===== src/rtl/unstripe_lane_ctrl.sv =====
// rtl/unstripe_lane_ctrl.sv - two-lane byte unstripper with per-lane FIFOs, skew and overflow detection
module unstripe_lane_ctrl #(
    parameter int FIFO_DEPTH = 4,
    parameter int SKEW_MAX   = 3
) (
    input  logic       clk_2f,
    input  logic       reset,
    input  logic [7:0] data_stripe_0,
    input  logic       valid_stripe_0,
    input  logic [7:0] data_stripe_1,
    input  logic       valid_stripe_1,
    input  logic       clear_err,
    output logic [7:0] data_demux,
    output logic       valid_demux,
    output logic       lane_sel,
    output logic       err_overflow,
    output logic       err_skew,
    output logic [1:0] state
);
    localparam int AW = $clog2(FIFO_DEPTH);
    localparam int CW = AW + 1;
    localparam int SW = $clog2(SKEW_MAX + 1);

    typedef enum logic [1:0] {
        S_IDLE  = 2'b00,
        S_RUN   = 2'b01,
        S_ERROR = 2'b10
    } state_e;

    state_e         state_q, state_d;
    logic [7:0]     mem0_q [FIFO_DEPTH];
    logic [7:0]     mem1_q [FIFO_DEPTH];
    logic [AW-1:0]  wptr0_q, wptr0_d, rptr0_q, rptr0_d;
    logic [AW-1:0]  wptr1_q, wptr1_d, rptr1_q, rptr1_d;
    logic [CW-1:0]  cnt0_q, cnt0_d, cnt1_q, cnt1_d;
    logic [SW-1:0]  skew_q, skew_d;
    logic [7:0]     data_q, data_d;
    logic           valid_q, valid_d;
    logic           lane_sel_q, lane_sel_d;
    logic           err_ovf_q, err_ovf_d;
    logic           err_skew_q, err_skew_d;

    logic pop0, pop1, elig0, elig1, push0, push1, drop0, drop1;
    logic skew_evt, flush;
    logic sel_has, other_has;

    assign sel_has   = lane_sel_q ? (cnt1_q != '0) : (cnt0_q != '0);
    assign other_has = lane_sel_q ? (cnt0_q != '0) : (cnt1_q != '0);

    always_comb begin
        state_d    = state_q;
        lane_sel_d = lane_sel_q;
        skew_d     = skew_q;
        data_d     = data_q;
        valid_d    = 1'b0;
        pop0       = 1'b0;
        pop1       = 1'b0;
        elig0      = 1'b1;
        elig1      = 1'b1;
        skew_evt   = 1'b0;
        case (state_q)
            S_IDLE: begin
                // Lane 1 may only start a stream once lane 0 has data, keeping lanes aligned.
                elig1 = (cnt0_q != '0) || valid_stripe_0;
                if (cnt0_q != '0) begin
                    pop0       = 1'b1;
                    valid_d    = 1'b1;
                    data_d     = mem0_q[rptr0_q];
                    lane_sel_d = 1'b1;
                    state_d    = S_RUN;
                end
            end
            S_RUN: begin
                if (sel_has) begin
                    pop0       = ~lane_sel_q;
                    pop1       = lane_sel_q;
                    valid_d    = 1'b1;
                    data_d     = lane_sel_q ? mem1_q[rptr1_q] : mem0_q[rptr0_q];
                    lane_sel_d = ~lane_sel_q;
                    skew_d     = '0;
                end else if (other_has) begin
                    if (skew_q == SW'(SKEW_MAX - 1)) begin
                        skew_evt = 1'b1;
                        skew_d   = '0;
                        state_d  = S_ERROR;
                    end else begin
                        skew_d = skew_q + SW'(1);
                    end
                end else begin
                    skew_d = '0;
                    if (!lane_sel_q && !valid_stripe_0 && !valid_stripe_1) begin
                        state_d = S_IDLE;
                    end
                end
            end
            S_ERROR: begin
                elig0 = 1'b0;
                elig1 = 1'b0;
                if (clear_err) begin
                    state_d    = S_IDLE;
                    lane_sel_d = 1'b0;
                    skew_d     = '0;
                end
            end
            default: state_d = S_IDLE;
        endcase
    end

    always_comb begin
        flush      = (state_q == S_ERROR);
        push0      = valid_stripe_0 && elig0 && ((cnt0_q != CW'(FIFO_DEPTH)) || pop0);
        push1      = valid_stripe_1 && elig1 && ((cnt1_q != CW'(FIFO_DEPTH)) || pop1);
        drop0      = valid_stripe_0 && elig0 && !push0;
        drop1      = valid_stripe_1 && elig1 && !push1;
        cnt0_d     = flush ? '0 : cnt0_q + CW'(push0) - CW'(pop0);
        cnt1_d     = flush ? '0 : cnt1_q + CW'(push1) - CW'(pop1);
        wptr0_d    = flush ? '0 : wptr0_q + AW'(push0);
        wptr1_d    = flush ? '0 : wptr1_q + AW'(push1);
        rptr0_d    = flush ? '0 : rptr0_q + AW'(pop0);
        rptr1_d    = flush ? '0 : rptr1_q + AW'(pop1);
        // A same-cycle error event beats clear_err so the flag stays set.
        err_ovf_d  = drop0 || drop1 || (err_ovf_q && !clear_err);
        err_skew_d = skew_evt || (err_skew_q && !clear_err);
    end

    always_ff @(posedge clk_2f) begin
        if (reset) begin
            state_q    <= S_IDLE;
            wptr0_q    <= '0;
            rptr0_q    <= '0;
            wptr1_q    <= '0;
            rptr1_q    <= '0;
            cnt0_q     <= '0;
            cnt1_q     <= '0;
            skew_q     <= '0;
            data_q     <= '0;
            valid_q    <= 1'b0;
            lane_sel_q <= 1'b0;
            err_ovf_q  <= 1'b0;
            err_skew_q <= 1'b0;
        end else begin
            state_q    <= state_d;
            wptr0_q    <= wptr0_d;
            rptr0_q    <= rptr0_d;
            wptr1_q    <= wptr1_d;
            rptr1_q    <= rptr1_d;
            cnt0_q     <= cnt0_d;
            cnt1_q     <= cnt1_d;
            skew_q     <= skew_d;
            data_q     <= data_d;
            valid_q    <= valid_d;
            lane_sel_q <= lane_sel_d;
            err_ovf_q  <= err_ovf_d;
            err_skew_q <= err_skew_d;
        end
    end

    always_ff @(posedge clk_2f) begin
        if (!reset && push0) mem0_q[wptr0_q] <= data_stripe_0;
        if (!reset && push1) mem1_q[wptr1_q] <= data_stripe_1;
    end

    assign data_demux   = data_q;
    assign valid_demux  = valid_q;
    assign lane_sel     = lane_sel_q;
    assign err_overflow = err_ovf_q;
    assign err_skew     = err_skew_q;
    assign state        = state_q;
endmodule


===== config.mk =====
export PLATFORM = sky130hd
export DESIGN_NAME = unstripe_lane_ctrl
export DESIGN_NICKNAME = d
export VERILOG_FILES = /design/src/rtl/unstripe_lane_ctrl.sv
export SDC_FILE = /design/constraint.sdc
export NUM_CORES = 1
export LEC_CHECK = 0
export ABC_AREA = 0
export CAP_MARGIN = 0
export CELL_PAD_IN_SITES_DETAIL_PLACEMENT = 1
export CELL_PAD_IN_SITES_GLOBAL_PLACEMENT = 2
export CORE_MARGIN = 5
export CORE_UTILIZATION = 40
export CTS_CLUSTER_DIAMETER = 200
export CTS_CLUSTER_SIZE = 30
export DETAILED_ROUTE_END_ITERATION = 10
export PLACE_DENSITY = 0.83
export SETUP_SLACK_MARGIN = 0.1
export SLEW_MARGIN = 10
export SYNTH_ARGS = -nofsm -noshare
export SYNTH_HDL_FRONTEND = slang
export SYNTH_SLANG_ARGS = --single-unit

===== constraint.sdc =====
create_clock -name clk_2f -period 3.65 [get_ports clk_2f]
set_input_delay 0.5475 -clock clk_2f [delete_from_list [all_inputs] [get_ports clk_2f]]
set_output_delay 0.5475 -clock clk_2f [all_outputs]
set_load 0.02 [all_outputs]

==> results of run 1 <==
==> registers in the layout, indices dropped and copies added (netlist names), 2 cells and up <==
signal      count
mem0_q         32
skew_q          2
state           2
wptr0_q         2
wptr1_q         2
rptr1_q         2
cnt0_q          3
mem1_q         32
cnt1_q          3
data_demux      8
rptr0_q         2
==> metal layers <==
layer	up-vias	global-route usage, %	share of wire (%)
li1	1027	-	-
met1	1100	19.2	45
met2	44	23.4	49
met3	8	3.16	3.8
met4	0	5.23	1.5
met5	-	0	0
==> how the worst max path moves through the flow <==
stage | end | slack, ns | depth (start not counted)
6_report | cnt1_q[2] | 0.76 | 11
5_1_grt | cnt1_q[2] | 0.57 | 11
4_1_cts | cnt1_q[2] | 0.75 | 11
3_5_place_dp | cnt1_q[2] | 0.66 | 12
3_3_place_gp | cnt1_q[2] | 0.70 | 12
2_1_floorplan | cnt1_q[2] | 1.07 | 13
==> power groups by stage <==
stage	clock (mW)	sequential, mW	combinational [mW]
after floorplan	0	1.51	0.702
after global placement	0	1.51	1.02
after detailed placement	0	1.52	1.06
after CTS	0.647	1.50	1.07
after global routing	0.710	1.53	1.16
final	0.627	1.49	1.05
==> cell families (layout without fill, tap and decap cells) <==
kind of cell	count (synthesis)	in the layout	share of synthesized area (%)
AOI/OAI and AO/OA	26	26	5.11
xor gates and xnor gates	8	8	1.81
adders and majority gates	10	10	3.62
buffers and inverters	23	70	2.75
DFF	94	94	65.2
muxes	25	25	11.8
and+or+nand+nor	63	63	9.74
==> worst max-delay path, stage by stage, from the launching register on <==
cell	delay, ns
dfxtp_1	0.53
nand2_1	0.13
or2_1	0.49
nand3_2	0.21
nand2b_2	0.14
ha_1	0.30
inv_1	0.04
ha_1	0.18
fa_1	0.37
xnor2_1	0.18
xnor2_1	0.14
nor2_1	0.05
==> layout by cell type, fill, tap and decap left out, types with 2 or more instances in the layout <==
master and count:
edfxtp_1 64, clkdlybuf4s50_1 34, dfxtp_1 30, nor2_1 21, mux4_2 16, inv_1 10
clkbuf_8 9, and2_1 8, mux2i_1 8, o2bb2ai_1 8, ha_1 8, buf_4 8
xnor2_1 7, nand2_1 4, nand2b_1 4, nor3_1 4, nor2b_1 4, nor3_2 3
a21oi_1 3, o21ai_1 3, nor4_1 3, clkinvlp_4 3, inv_2 2, o211ai_1 2
nor4b_2 2, a2111oi_0 2, fa_1 2, inv_6 2
==> final cells by class <==
| cell class | count | area (um2) | area share, % |
|---|---|---|---|
| sequential | 94 | 2520 | 55.5 |
| multi-input combinational | 132 | 1240 | 27.3 |
| timing repair buffer | 42 | 400 | 8.80 |
| tap | 129 | 161 | 3.55 |
| clock buffer | 9 | 124 | 2.72 |
| clock inverter | 7 | 55.1 | 1.21 |
| inverter | 12 | 45.0 | 0.990 |
==> cell usage after synthesis (all sizes together) <==
cell type  instances  area share, %
nand3              1           0.26
nor4b              2           0.78
a211oi             1           0.19
ha                 8            2.6
o211ai             2           0.39
nand2b             5           0.87
a22oi              1           0.19
or4                1           0.19
nor2b              4           0.65
edfxtp            64             50
nand2              4           0.39
xor2               1           0.23
xnor2              7            1.6
or3b               1           0.23
and2               8            1.3
fa                 2            1.0
a2111oi            2           0.45
or4b               1           0.26
dfxtp             30             16
a21o               1           0.19
nor2              22            2.2
and3               1           0.16
nor3b              1           0.19
mux2               1           0.39
o221a              1           0.29
clkbuf             4           0.39
a32oi              1           0.23
buf                7            1.2
o21ai              5           0.74
o2bb2ai            8            1.8
nor3               7            1.3
mux4              16            9.3
mux2i              8            2.1
a22o               1           0.23
nor4               4           0.81
inv               12            1.2
or2                1           0.16
a21oi              3           0.39
==> results.md, run 1 <==
- Status: complete, no violations
- Initial antenna violation count: 0
- R2R cell count: 11
- Clock slew at reported path FFs: 0.09 ns
- Worst Hold Launch: data_demux[2]
- HP Class: register to register
- Mean Syn Cell Area: 15.5 um2
- First DRT Iteration DRCs: 47
- Maximum vdd drop: 262 uV
- Die Area: 11700 um2
- Total clock buffers created by CTS: 9
- Crit. End Element: register
- Comb pwr share: 33.0%
- Post-Synthesis Cells: 249
- TNS Setup: 0 ns
- Sequential share of the synthesized area: 65.2%
- CP Max Fanout: 11
- Internal: 2.08 mW
- Non-filler instance count after layout: 425
- TritonCTS Sinks: 94
- Power Dens Cells: 696 nW/um2
- DIE WIDTH: 108 um
- DR DRC count: 0
- Sw Share: 34.2%
- Post-CTS setup buffers: 0
- Overflow after GRT: 0
- Number of max-cap violations: 0
- Synthesized area: 3870 um2
- Pins Over Slew Limit: 0
- Post-DRT Antenna Nets: 0
- 1st-pass router iterations: 4
- Final WL: 7.71 mm
- Slew @ Worst Pin: 0.780 ns
- Vias: 2179
- Gr usage total: 14.4%
- Worst Setup SP: state[0]
- Cell count after placement: 409
- Insertion delay to the later sink of the worst-skew pair: 0.34 ns
- Die Y: 108 um
- H-Tree Depth: 3
- R2R Path End: cnt1_q[2]
- Clk root buf: clkbuf_8
- Part of the power in registers: 47.2%
- Critical Path Start Type: register
- Crit path arrival time: 3.12 ns
- Number of global-route vias before repair: 2321
- # IOs: 35
- Post-CTS Resized: 0
- Clock Power Share: 19.8%
- Hold-fix buffers, CTS: 0
- Row cnt: 35
- Post-place setup slack: 0.656 ns
- RSZ-0062 raised after global routing: no
- Yosys Warn Count: 0
- Worst reg2reg startpoint: state[0]
- Layout Skew: 0.0113 ns
- Avg WL per Cell: 18.1 um
- Fmax: 347 MHz
- Setup WS post-layout: 0.764 ns
- Clock Tree Buf Depth: 2
- Reg2reg setup slack: 0.76 ns
- Hold path depth: 1
- Final hold slack: 0.471 ns
- Power Total: 3.17 mW
- Crit path kind: register to register
- Fraction of layout cells with a size suffix above 1: 17.9%
- Final setup violation count: 0
- Post-route cell area: 4550 um2
- NumNets Final: 322
- Synth cell types: 47
- First-pass GRT wire length: 12.7 mm
- Fillers: 947
- Core footprint: 9330 um2
- Max-slew headroom: 47.8%
- Period minus WS final: 2.89 ns
- Fin util: 48.8%
- Mapped Nets: 280
- Pleak: 1.56 nW
- Synth-to-Final Area Change: 17.6%
- Ant. Diodes: 0
- Dpl cell area: 4370 um2
- Starting Density: 41.5%
- Post-synthesis register bit count: 94
- Post-DR vias/cell: 5.13
- HPWL after DPL: 5.51 mm
- Largest net degree at the start of global routing: 19
- Port Buffers: 34
- Final Cycle Share: 79.1%
- Routability Congestion: 0.774
- Hold endpoint: data_demux[2]
- Switching power: 1.08 mW
- Endpoints failing hold: 0
- Worst Path Required: 3.88 ns
- CTS tree: yes
Note: power is estimated with default switching activity, not from simulation.
==> run 2: changes to the inputs <==
Settings changed: CORE_UTILIZATION 40 to 37, PLACE_DENSITY 0.83 to 0.81.
Clock period 3.65 ns to 2.6 ns, I/O delays scaled along.
==> results.md, run 2 (same netlist as run 1, synthesis figures left out) <==
- Initial antenna violation count: 0
- Non-filler instance count after layout: 439
- Commonest non-fill, non-tap cell in the layout: edfxtp_1
- Pleak: 1.61 nW
- Layout Skew: 0.0146 ns
- Final setup violation count: 0
- H-Tree Depth: 3
- DIE WIDTH: 112 um
- Status: complete, no violations
- Overflow after GRT: 0
- Port Buffers: 34
- Final Cycle Share: 92.3%
- Clock slew at reported path FFs: 0.09 ns
- NumNets Final: 330
- Final WL: 7.58 mm
- Gr usage total: 12.9%
- Slew @ Worst Pin: 0.675 ns
- Post-DR vias/cell: 4.98
- Row cnt: 37
- Commonest cells after routing, fill and taps aside: edfxtp_1 (64), clkdlybuf4s50_1 (34), dfxtp_1 (26)
- Largest net degree at the start of global routing: 18
- Pins Over Slew Limit: 0
- Max-slew headroom: 53.9%
- Period minus WS final: 2.40 ns
- HPWL after DPL: 5.44 mm
- Crit path arrival time: 2.63 ns
- Cell count after placement: 423
- Total clock buffers created by CTS: 9
- Fmax: 417 MHz
- Routing usage on met3: 3.18%
- CTS tree: yes
- Number of global-route vias before repair: 2301
- GR Util met2: 21.1%
- Clk root buf: clkbuf_8
- Clock Tree Buf Depth: 2
- Worst Path Required: 2.83 ns
- HP Class: register to register
- Die Y: 112 um
- Vias: 2185
- Synth-to-Final Area Change: 19.7%
- 1st-pass router iterations: 4
- TritonCTS Sinks: 94
- TNS Setup: 0 ns
- Endpoints failing hold: 0
- Core footprint: 10300 um2
- Starting Density: 37.6%
- First DRT Iteration DRCs: 100
- Power Dens Cells: 968 nW/um2
- Number of max-cap violations: 0
- Ant. Diodes: 0
- Routability Congestion: 0.745
- Post-DRT Antenna Nets: 0
- Global routing usage on met1: 16.9%
- Critical Path Start Type: register
- # IOs: 35
- Avg WL per Cell: 17.3 um
- DR DRC count: 0
- Insertion delay to the later sink of the worst-skew pair: 0.36 ns
- Crit. End Element: register
- Crit path kind: register to register
- Maximum vdd drop: 427 uV
- First-pass GRT wire length: 12.5 mm
- Fraction of layout cells with a size suffix above 1: 22.1%
- Die Area: 12600 um2
- RSZ-0062 raised after global routing: yes
- GRT Max-Usage Layer: met2
- CP Max Fanout: 4
## run 2: changes by cell type in the layout (fill, tap and decap cells not counted), sizes merged
cell	previous run	this run
inv	15	14
clkinv	1	2
clkinvlp	3	2
buf	8	16
## run 2: critical path: stages, from the launching register on
cell,delay (ns)
dfxtp_4,0.37
or3b_4,0.40
o211ai_1,0.27
ha_1,0.28
inv_1,0.05
ha_1,0.13
inv_1,0.05
fa_2,0.33
xor2_1,0.17
xnor2_1,0.16
nor2_1,0.06
## run 2: area by class of cell
cell class	count	area, um2
clock buffers	9	124
clock inverters	6	46.3
flip-flops and latches	94	2530
fillers	1077	5650
well taps	136	170
repair buffers	50	460
multi-input cells	132	1250
inverters	12	45.0
## run 2: report_power, final
group          internal, mW  switching [mW]  total [mW]
Combinational         0.767           0.755        1.52
Sequential             1.86           0.248        2.11
Clock                 0.349           0.500       0.848
## run 2: per-layer routing
layer  part of all wire, %  vias up
met5                     0        -
met4                   1.6        0
met3                   3.0       10
met2                    49       37
met1                    46     1095
li1                      -     1043
## run 2: final timing paths
path,from,end,slack [ns],depth (start not counted)
max,cnt0_q[1],cnt0_q[2],0.20,10
min,data_demux[3],data_demux[3],0.48,1
max reg2reg,cnt0_q[1],cnt0_q[2],0.20,10
min reg2reg,data_demux[3],data_demux[3],0.48,1
## run 2: per-stage QoR
| stage | power (mW) | util [%] | area (um2) | worst slack, ns | hold WS, ns |
|---|---|---|---|---|---|
| 6_report | 4.48 | 45.0 | 4630 | 0.201 | 0.478 |
| 5_1_grt | 4.80 | 45.0 | 4630 | 0.0759 | 0.500 |
| 4_1_cts | 4.53 | 44.8 | 4600 | 0.114 | 0.476 |
| 3_5_place_dp | 3.67 | 43.1 | 4430 | -0.0975 | 0.449 |
| 3_3_place_gp | 3.61 | 43.1 | 4430 | -0.0726 | 0.448 |
| 2_1_floorplan | 3.11 | - | 3870 | 0.102 | 0.489 |
## run 2: what timing repair did
action	in CTS	in global routing
endpoints found under the setup margin	0	2
buffers inserted	0	1
resized for setup	0	7
hold endpoints to repair	0	0
hold buffers	0	0
==> run 3: changes to the inputs <==
Settings changed: CTS_BUF_LIST set to sky130_fd_sc_hd__clkbuf_4 sky130_fd_sc_hd__clkbuf_8 sky130_fd_sc_hd__clkbuf_16.
==> results of run 3 <==
The final DEF is identical to that of run 2; final timing and power are the same.
